`src/rtl/bcd_game_timer.sv`:
```
// ---------------------------------------------------------------------------
// bcd_game_timer
//   Multi-digit BCD seconds timer for the round display. A start/pause/done
//   state machine counts up (0 -> target) or down (target -> 0) one step per
//   second. The count is shown on a time-multiplexed 7-segment display.
//
// Parameters
//   CLOCK_FREQ : clk cycles per counted second
//   DIGITS     : number of BCD digits (1..4)
//   SCAN_DIV   : clk cycles each digit is shown before the scan advances
//
// Ports
//   clk     : master clock, rising edge
//   rst     : asynchronous active-high reset
//   load    : 1-cycle strobe, captures clamped preset as target and count, goes IDLE
//   preset  : BCD preset, digit 0 in [3:0]; nibbles above 9 clamp to 9
//   dir     : 1 = count up to target, 0 = count down to 0 (sampled at start)
//   start   : 1-cycle strobe, begins or restarts a run
//   pause   : level, freezes prescaler and count while in RUN
//   count   : current BCD value
//   busy    : high in RUN or PAUSE
//   timeout : 1-cycle pulse when the terminal value is reached
//   seg     : {a,b,c,d,e,f,g} active-high pattern for the digit selected by an
//   an      : one-hot active-high digit enable, an[0] = least significant digit
//
// Build option
//   TIMER_DONE_BLINK_EN : when defined, the display blinks at 2 Hz in DONE
//                         (an forced to 0 during the dark half-periods).
// ---------------------------------------------------------------------------
module bcd_game_timer #(
    parameter int CLOCK_FREQ = 50_000,
    parameter int DIGITS     = 2,
    parameter int SCAN_DIV   = 50
) (
    input  logic                  clk,
    input  logic                  rst,
    input  logic                  load,
    input  logic [4*DIGITS-1:0]   preset,
    input  logic                  dir,
    input  logic                  start,
    input  logic                  pause,
    output logic [4*DIGITS-1:0]   count,
    output logic                  busy,
    output logic                  timeout,
    output logic [6:0]            seg,
    output logic [DIGITS-1:0]     an
);

    localparam int CW    = 4 * DIGITS;
    localparam int PS_W  = (CLOCK_FREQ > 1) ? $clog2(CLOCK_FREQ) : 1;
    localparam int SD_W  = (SCAN_DIV > 1) ? $clog2(SCAN_DIV) : 1;
    localparam int IDX_W = (DIGITS > 1) ? $clog2(DIGITS) : 1;

    localparam logic [PS_W-1:0]  PS_LAST  = PS_W'(CLOCK_FREQ - 1);
    localparam logic [SD_W-1:0]  SD_LAST  = SD_W'(SCAN_DIV - 1);
    localparam logic [IDX_W-1:0] IDX_LAST = IDX_W'(DIGITS - 1);

    typedef enum logic [1:0] {S_IDLE, S_RUN, S_PAUSE, S_DONE} state_t;

    state_t             state;
    logic [CW-1:0]      target;
    logic               dir_q;
    logic [PS_W-1:0]    prescaler;
    logic [CW-1:0]      step_next;
    logic [CW-1:0]      terminal;

    logic [SD_W-1:0]    scan_cnt;
    logic [IDX_W-1:0]   scan_idx;
    logic               show;

    // ---------------------------------------------------------------------
    // Helper functions
    // ---------------------------------------------------------------------
    function automatic logic [CW-1:0] bcd_clamp(input logic [CW-1:0] v);
        logic [CW-1:0] r;
        r = v;
        for (int i = 0; i < DIGITS; i++) begin
            if (v[4*i +: 4] > 4'd9)
                r[4*i +: 4] = 4'd9;
        end
        return r;
    endfunction

    function automatic logic [CW-1:0] bcd_inc(input logic [CW-1:0] v);
        logic [CW-1:0] r;
        logic          carry;
        r     = v;
        carry = 1'b1;
        for (int i = 0; i < DIGITS; i++) begin
            if (carry) begin
                if (v[4*i +: 4] >= 4'd9) begin
                    r[4*i +: 4] = 4'd0;
                end else begin
                    r[4*i +: 4] = v[4*i +: 4] + 4'd1;
                    carry       = 1'b0;
                end
            end
        end
        return r;
    endfunction

    function automatic logic [CW-1:0] bcd_dec(input logic [CW-1:0] v);
        logic [CW-1:0] r;
        logic          borrow;
        r      = v;
        borrow = 1'b1;
        for (int i = 0; i < DIGITS; i++) begin
            if (borrow) begin
                if (v[4*i +: 4] == 4'd0) begin
                    r[4*i +: 4] = 4'd9;
                end else begin
                    r[4*i +: 4] = v[4*i +: 4] - 4'd1;
                    borrow      = 1'b0;
                end
            end
        end
        return r;
    endfunction

    function automatic logic [6:0] seg_decode(input logic [3:0] d);
        logic [6:0] s;
        case (d)
            4'd0:    s = 7'b1111110;
            4'd1:    s = 7'b0110000;
            4'd2:    s = 7'b1101101;
            4'd3:    s = 7'b1111001;
            4'd4:    s = 7'b0110011;
            4'd5:    s = 7'b1011011;
            4'd6:    s = 7'b1011111;
            4'd7:    s = 7'b1110000;
            4'd8:    s = 7'b1111111;
            4'd9:    s = 7'b1111011;
            default: s = 7'b0000000;
        endcase
        return s;
    endfunction

    function automatic logic [DIGITS-1:0] one_hot(input logic [IDX_W-1:0] i);
        logic [DIGITS-1:0] r;
        r    = '0;
        r[i] = 1'b1;
        return r;
    endfunction

    always_comb begin
        step_next = dir_q ? bcd_inc(count) : bcd_dec(count);
        terminal  = dir_q ? target : '0;
    end

    assign busy = (state == S_RUN) || (state == S_PAUSE);

    // ---------------------------------------------------------------------
    // Control state machine: load > start > pause > tick
    // ---------------------------------------------------------------------
    always_ff @(posedge clk or posedge rst) begin
        if (rst) begin
            state     <= S_IDLE;
            target    <= '0;
            count     <= '0;
            prescaler <= '0;
            dir_q     <= 1'b0;
            timeout   <= 1'b0;
        end else begin
            timeout <= 1'b0;
            if (load) begin
                target    <= bcd_clamp(preset);
                count     <= bcd_clamp(preset);
                prescaler <= '0;
                state     <= S_IDLE;
            end else if (start) begin
                dir_q     <= dir;
                prescaler <= '0;
                count     <= dir ? '0 : target;
                // Both directions start at their terminal when target is 0,
                // so the run is skipped and completion is signalled at once.
                if (target == '0) begin
                    state   <= S_DONE;
                    timeout <= 1'b1;
                end else begin
                    state <= S_RUN;
                end
            end else begin
                case (state)
                    S_RUN: begin
                        if (pause) begin
                            state <= S_PAUSE;
                        end else if (prescaler == PS_LAST) begin
                            prescaler <= '0;
                            count     <= step_next;
                            if (step_next == terminal) begin
                                state   <= S_DONE;
                                timeout <= 1'b1;
                            end
                        end else begin
                            prescaler <= prescaler + PS_W'(1);
                        end
                    end
                    S_PAUSE: begin
                        // Prescaler is held, so the interrupted second resumes.
                        if (!pause)
                            state <= S_RUN;
                    end
                    default: ;
                endcase
            end
        end
    end

    // ---------------------------------------------------------------------
    // Optional DONE blink: visibility flag toggles every quarter second
    // ---------------------------------------------------------------------
`ifdef TIMER_DONE_BLINK_EN
    localparam int BL_CYC = (CLOCK_FREQ / 4 > 0) ? CLOCK_FREQ / 4 : 1;
    localparam int BL_W   = (BL_CYC > 1) ? $clog2(BL_CYC) : 1;
    localparam logic [BL_W-1:0] BL_LAST = BL_W'(BL_CYC - 1);

    logic [BL_W-1:0] blink_cnt;

    always_ff @(posedge clk or posedge rst) begin
        if (rst) begin
            blink_cnt <= '0;
            show      <= 1'b1;
        end else if (state != S_DONE) begin
            blink_cnt <= '0;
            show      <= 1'b1;
        end else if (blink_cnt == BL_LAST) begin
            blink_cnt <= '0;
            show      <= ~show;
        end else begin
            blink_cnt <= blink_cnt + BL_W'(1);
        end
    end
`else
    assign show = 1'b1;
`endif

    // ---------------------------------------------------------------------
    // Display scan: free-running, registered seg/an lag index/count by 1 clk
    // ---------------------------------------------------------------------
    always_ff @(posedge clk or posedge rst) begin
        if (rst) begin
            scan_cnt <= '0;
            scan_idx <= '0;
            seg      <= '0;
            an       <= '0;
        end else begin
            seg <= seg_decode(count[4*scan_idx +: 4]);
            an  <= show ? one_hot(scan_idx) : '0;
            if (scan_cnt == SD_LAST) begin
                scan_cnt <= '0;
                scan_idx <= (scan_idx == IDX_LAST) ? '0 : scan_idx + IDX_W'(1);
            end else begin
                scan_cnt <= scan_cnt + SD_W'(1);
            end
        end
    end

endmodule

```
`config.mk`:
```
export PLATFORM = sky130hd
export DESIGN_NAME = bcd_game_timer
export DESIGN_NICKNAME = d
export VERILOG_FILES = /design/src/rtl/bcd_game_timer.sv
export SDC_FILE = /design/constraint.sdc
export NUM_CORES = 1
export LEC_CHECK = 0
export ABC_AREA = 1
export BUFFER_PORTS_ARGS = -buffer_cell sky130_fd_sc_hd__buf_2
export CAP_MARGIN = 20
export CORE_ASPECT_RATIO = 0.75
export CORE_UTILIZATION = 30
export CTS_CLUSTER_DIAMETER = 30
export DETAILED_ROUTE_END_ITERATION = 6
export PLACE_DENSITY = 0.48
export SYNTH_ARGS = -nofsm -noshare
export SYNTH_HDL_FRONTEND = slang
export SYNTH_SLANG_ARGS = --single-unit
```
`constraint.sdc`:
```
create_clock -name clk -period 2.5 [get_ports clk]
set_clock_uncertainty 0.05 [all_clocks]
set_input_delay 0.25 -clock clk [delete_from_list [all_inputs] [get_ports clk]]
set_output_delay 0.25 -clock clk [all_outputs]
set_load 0.005 [all_outputs]
```
* Word level (Yosys, flattened, before mapping)
Memory sizes are Yosys's and may differ from the RTL's. A register that Yosys moved wholly into a read port is not among the register bits. Cells that the tools add are included.
Operators by class: add/subtract/negate cells 7, magnitude comparators 6, equality and inequality tests 9, shift operators 1, multiplexer cells 42, bitwise operators 1, reductions and logical operators 12
Operators with widths (count):
- 16-bit 2-to-1 mux | 5
- 8-bit 2-to-1 mux | 8
- 4-bit 2-to-1 mux | 8
- 16-bit by 1-bit adder with 16-bit output (second input constant) | 1
- 16-bit == test (second input constant) | 1
- 2-bit 2-to-1 mux | 7
- 1-bit 2-to-1 mux | 11
- 5-bit by 4-bit != test with 1-bit output (second input constant) | 2
- 4-bit by 1-bit adder with 4-bit output (second input constant) | 2
- 8-bit == test | 1
- 4-bit >= comparator (second input constant) | 2
- 4-bit > comparator (second input constant) | 2
- 4-bit zero test | 2
- 8-bit zero test | 1
- 8-bit by 4-bit variable part select with 4-bit output | 1
- 4-bit by 1-bit subtractor with 4-bit output (second input constant) | 2
- 6-bit by 1-bit adder with 6-bit output (second input constant) | 1
- 6-bit == test (second input constant) | 1
- 6-bit 2-to-1 mux | 1
- 3-bit nonzero test | 2
- 4-bit != test (second input constant) | 1
- 2-bit one-hot mux with 2 select lines | 1
- 2-bit AND reduction | 2
- 4-bit AND reduction | 1
- other kinds (12) | 12
Storage, ports and cells: flip-flop bits (word level) 45, memory bits (read-only) 112, input port bits 14, output and inout bits 19, word-level logic and storage cells 88, memories kept 1
Memory list:
- (no name shown) | words 16, bits a word 7, read ports 1, clocked after memory_dff 1, wr ports 0, line 122 | case (d)

* Depth between registers and ports, before layout
depth after elaboration 11, depth in mapped cells 17, gate-level depth less buffers 17

* Worst setup path after synthesis
Ideal clock, no wire load.
path type reg2reg, from reg count[0], to reg state[0], library setup time 0.116 ns, arrival 1.905 ns, required time 2.334 ns, path slack 0.428 ns, stages on the path, launching flop included 14, path buffers 0, period minus slack after synthesis 2.072 ns, path through dfrtp_1 -> inv_1 -> ha_1 -> or2_2 -> nand3_1 -> nand3_1 -> a21oi_1 -> nand3_1 -> nor2_1 -> nand2_1 -> nand2_2 -> nand2_1 -> nand2_1 -> nand2_1
Between the ends: word-level cells in the longest chain between the ends 7, elaborated cells on any way between the ends 14, those cells by class add/sub (2); order compare (1); eq/ne (2); mux (7); reduce/logical (2)
RTL lines:
- start, declared | line 42 | output logic [4*DIGITS-1:0] count,
- start signal, assigned | line 167 | count <= bcd_clamp(preset);
- start signal, assigned | line 173 | count <= dir ? '0 : target;
- start signal, assigned | line 189 | count <= step_next;
- 4-bit >= comparator / 4-bit zero test (equally long branches) | line 91, 109
- 1-bit 2-to-1 mux (on tied branches) | line 91, 109
- 4-bit 2-to-1 mux (on tied branches) | line 90, 108
- 8-bit 2-to-1 mux * | line 146 | step_next = dir_q ? bcd_inc(count) : bcd_dec(count);
- 8-bit == test * | line 190 | if (step_next == terminal) begin
- 5-bit by 4-bit != test with 1-bit output (no line) *
- 4-bit AND reduction (no line) *
- end signal, assigned | line 157 | state <= S_IDLE;
- end signal, assigned | line 191 | state <= S_DONE;
- end signal, assigned | line 201 | state <= S_RUN;
- end, declared | line 60 | state_t state;
Every way passes the cells marked *; elsewhere a longest branch is shown, timed or not. A chain may end at the register's enable or synchronous reset.

* Worst setup path in the final report
from reg count[1], to reg state[1]
The elaborated chain is that of the path after synthesis.

==> flow_summary_export.csv <==
group,metric,value,unit
outcome,outcome,"finished with violations",
outcome,violations,"DRC",
worst_setup_path,critPathLaunchType,"flip-flop",
sta,whs,0.149,ns
place,place_area,0.00380,mm^2
power,p_per_area,574,mW/mm^2
job,cap_violations,0,
sta,worst_pin_slew,0.575,ns
global_routing,grtUsageTotal,15.6,%
sta,final.min_clock_period,2.20,ns
final_layout,final_common_cell,"nand2_1",
route,vias,3170,
clock_tree,post_cts_buffers,0,
final_layout,insertedDiodeCount,0,
synthesis,synthFlopType,"dfrtp_1",
sta,tns,0,ns
route,wire_per_inst,13.3,um
final_layout,drive_above_1_share,14.3,%
final_layout,final_util,36.0,%
place,hpwlAfterDp,6830,um
sta,final.period_utilization,88.1,%
synthesis,synthCells,465,
clock_tree,insertion_delay,0.29,ns
global_routing,grt_pass1_vias,2881,
synthesis,synthDistinctLibCells,44,
sta,finalMaxSlewViolations,0,
final_layout,nNetsFinal,544,
synthesis,synth-edff-count,0,
place,place_ws,0.261,ns
clock_tree,cts.clk_slew.worst_paths,0.07,ns
place,place_congestion,0.876,
global_routing,grt-ovfl-total,0,
route,viasPerCell,4.86,
clock_tree,htreeDepth,2,
clock_tree,clock_sinks,52,
worst_setup_path,cp.arrival,2.33,ns
synthesis,synth.avg_cell_area,7.32,um^2
floorplanning,dieArea,0.0118,mm^2
worst_setup_path,crit_type,"reg -> reg",
clock_tree,cts_tree,"built",
power,power.leakage,1.98,nW
final_layout,layout_common_cells,"120 x nand2_1, 66 x inv_1, 52 x dfrtp_1",
sta,timing.final.ws_setup,0.296,ns
clock_tree,cts_buffers,5,
worst_setup_path,cp_max_fo,7,
synthesis,async_flop_share,100,%
floorplanning,core-area,0.0110,mm^2
place,port_buffers,32,
final_layout,area_growth_syn_to_layout,16.0,%
worst_setup_path,cp-end-kind,"flip-flop",
global_routing,antenna_found_initial,1,
sta,rsz0062_at_grt,"false",
global_routing,grt_max_degree,26,
sta,max_slew_margin,61.3,%
floorplanning,initial_core_util,31.0,%
route,ant_nets,0,
floorplanning,ios,33,
global_routing,grt_first_pass_wirelength,14600,um
worst_hold_path,min_path_type,"in -> reg",
route,drt_iter0_markers,166,
final_layout,fill_cells,1179,
synthesis,seq_area_frac_synth,38.2,%
final_layout,fin_area,0.00395,mm^2
synthesis,synth.ff_latch_count,52,
floorplanning,die_w,125,um
sta,hold_viol,0,
sta,fmax,454,MHz
floorplanning,die_h,94.3,um
synthesis,yosysWarnings,0,
clock_tree,root_buffer,"clkbuf_16",
sta,setup_violations,0,
route,drc,9,
synthesis,synth_area,0.00340,mm^2
route,dr.pass1.iters,7,
floorplanning,core.rowCount,33,
synthesis,syn_nets,497,
route,drt_wl_total,8670,um
power,ir_worst_vdd,0.232,mV
worst_setup_path,cp.required,2.63,ns
clock_tree,cts_buffer_depth,2,
per-stage QoR:
| stage | total power, W | instances |
|---|---|---|
| final | 0.00227 | 652 |
| after floorplan | 0.00140 | 465 |
| after CTS | 0.00230 | 652 |
| after global routing | 0.00243 | 652 |
| after detailed placement | 0.00161 | 644 |
| after global placement | 0.00162 | 644 |
cell usage after synthesis, types with 2 or more instances:
| library cell | instances | area (um^2) |
|---|---|---|
| dfrtp_1 | 52 | 1300 |
| nand2_2 | 3 | 18.8 |
| o211ai_1 | 2 | 15.0 |
| inv_1 | 67 | 251 |
| o22ai_1 | 8 | 50.1 |
| nor3_1 | 2 | 10.0 |
| nand4_1 | 11 | 68.8 |
| nand2_1 | 120 | 450 |
| nor2_2 | 4 | 25.0 |
| o21a_1 | 2 | 15.0 |
| clkbuf_1 | 2 | 7.51 |
| xor2_1 | 6 | 52.6 |
| or2_2 | 4 | 25.0 |
| nor4_1 | 4 | 25.0 |
| o311ai_0 | 2 | 17.5 |
| o21ai_1 | 3 | 15.0 |
| o21ai_0 | 28 | 140 |
| buf_4 | 2 | 15.0 |
| ha_1 | 18 | 225 |
| a22oi_1 | 3 | 22.5 |
| nand3_1 | 51 | 255 |
| xnor2_1 | 2 | 17.5 |
| nor2_1 | 34 | 128 |
| a31oi_1 | 3 | 18.8 |
| nand3b_1 | 2 | 15.0 |
| a21oi_1 | 11 | 55.1 |
| a41oi_1 | 2 | 17.5 |
flip-flops by register name, summed over array words and instances, names as in the netlist:
name and cells:
dir_q 1, seg 7, count 8, prescaler 16, scan_cnt 6, target 8
scan_idx 1, timeout 1, state 2, an 2
logic make-up (layout without fill, tap and decap cells):
kind of cell               after synthesis  count (layout)  share of synthesized area [%]
adders and majority gates               18              18                           6.62
DFF                                     52              52                           38.2
xor gates and xnor gates                 8               8                           2.06
AOI/OAI and AO/OA                       69              69                           12.0
and+or+nand+nor                        242             242                           32.2
buffers and inverters                   76             123                           8.93
report_power, final:
| group | switching (W) | internal (W) | leakage [nW] |
|---|---|---|---|
| clock network | 0.000302 | 0.000364 | 0.0657 |
| registers | 0.0000616 | 0.000904 | 0.662 |
| logic | 0.000401 | 0.000234 | 1.25 |
worst max-delay path: stages (launching register included):
cell and delay, ns:
dfrtp_1 0.44, inv_1 0.14, ha_2 0.27, nand2_2 0.09
nor2_2 0.18, nand2_1 0.08, nand2_1 0.06, nand3_1 0.07
nand2_1 0.06, nand2_1 0.07, nand2_1 0.06, nand2_1 0.06
nor2_1 0.10, nand2_1 0.08, nand2_2 0.08, nand2_1 0.07
nand2_1 0.06, nand2_1 0.05
final cells by class:
class	count	area, um^2	share of cell area (%)
clock inverter	2	12.5	0.317
clock buffer	5	125	3.17
tap	140	175	4.44
multi-input combinational	337	1800	45.6
timing repair buffer	46	268	6.78
inverter	70	265	6.72
sequential	52	1300	33.0
what timing repair did:
item | 4_1_cts | 5_1_grt
hold buffers | 1 | 0
gates resized for setup | 0 | 1
endpoints found under the setup margin | 0 | 2
endpoints found under the hold margin | 9 | 0
routing by layer:
layer / part of all wire (%) / global-route usage, %
met5: 0 / 0
met4: 0.76 / 3.15
met1: 53 / 23.3
met2: 40 / 22.3
met3: 5.5 / 3.87
path summary, 6_finish.rpt:
kind / from / to / slack (ns) / cells past startpoint
min in group asynchronous: rst / prescaler[9] / 0.38 / 3
max in group asynchronous: rst / timeout / 1.39 / 4
setup reg to reg: count[1] / state[1] / 0.30 / 17
setup / recovery: count[1] / state[1] / 0.30 / 17
hold reg to reg: state[0] / state[0] / 0.47 / 2
hold / removal: preset[7] / target[7] / 0.15 / 3
No activity file was read; power rests on OpenSTA's default activity.
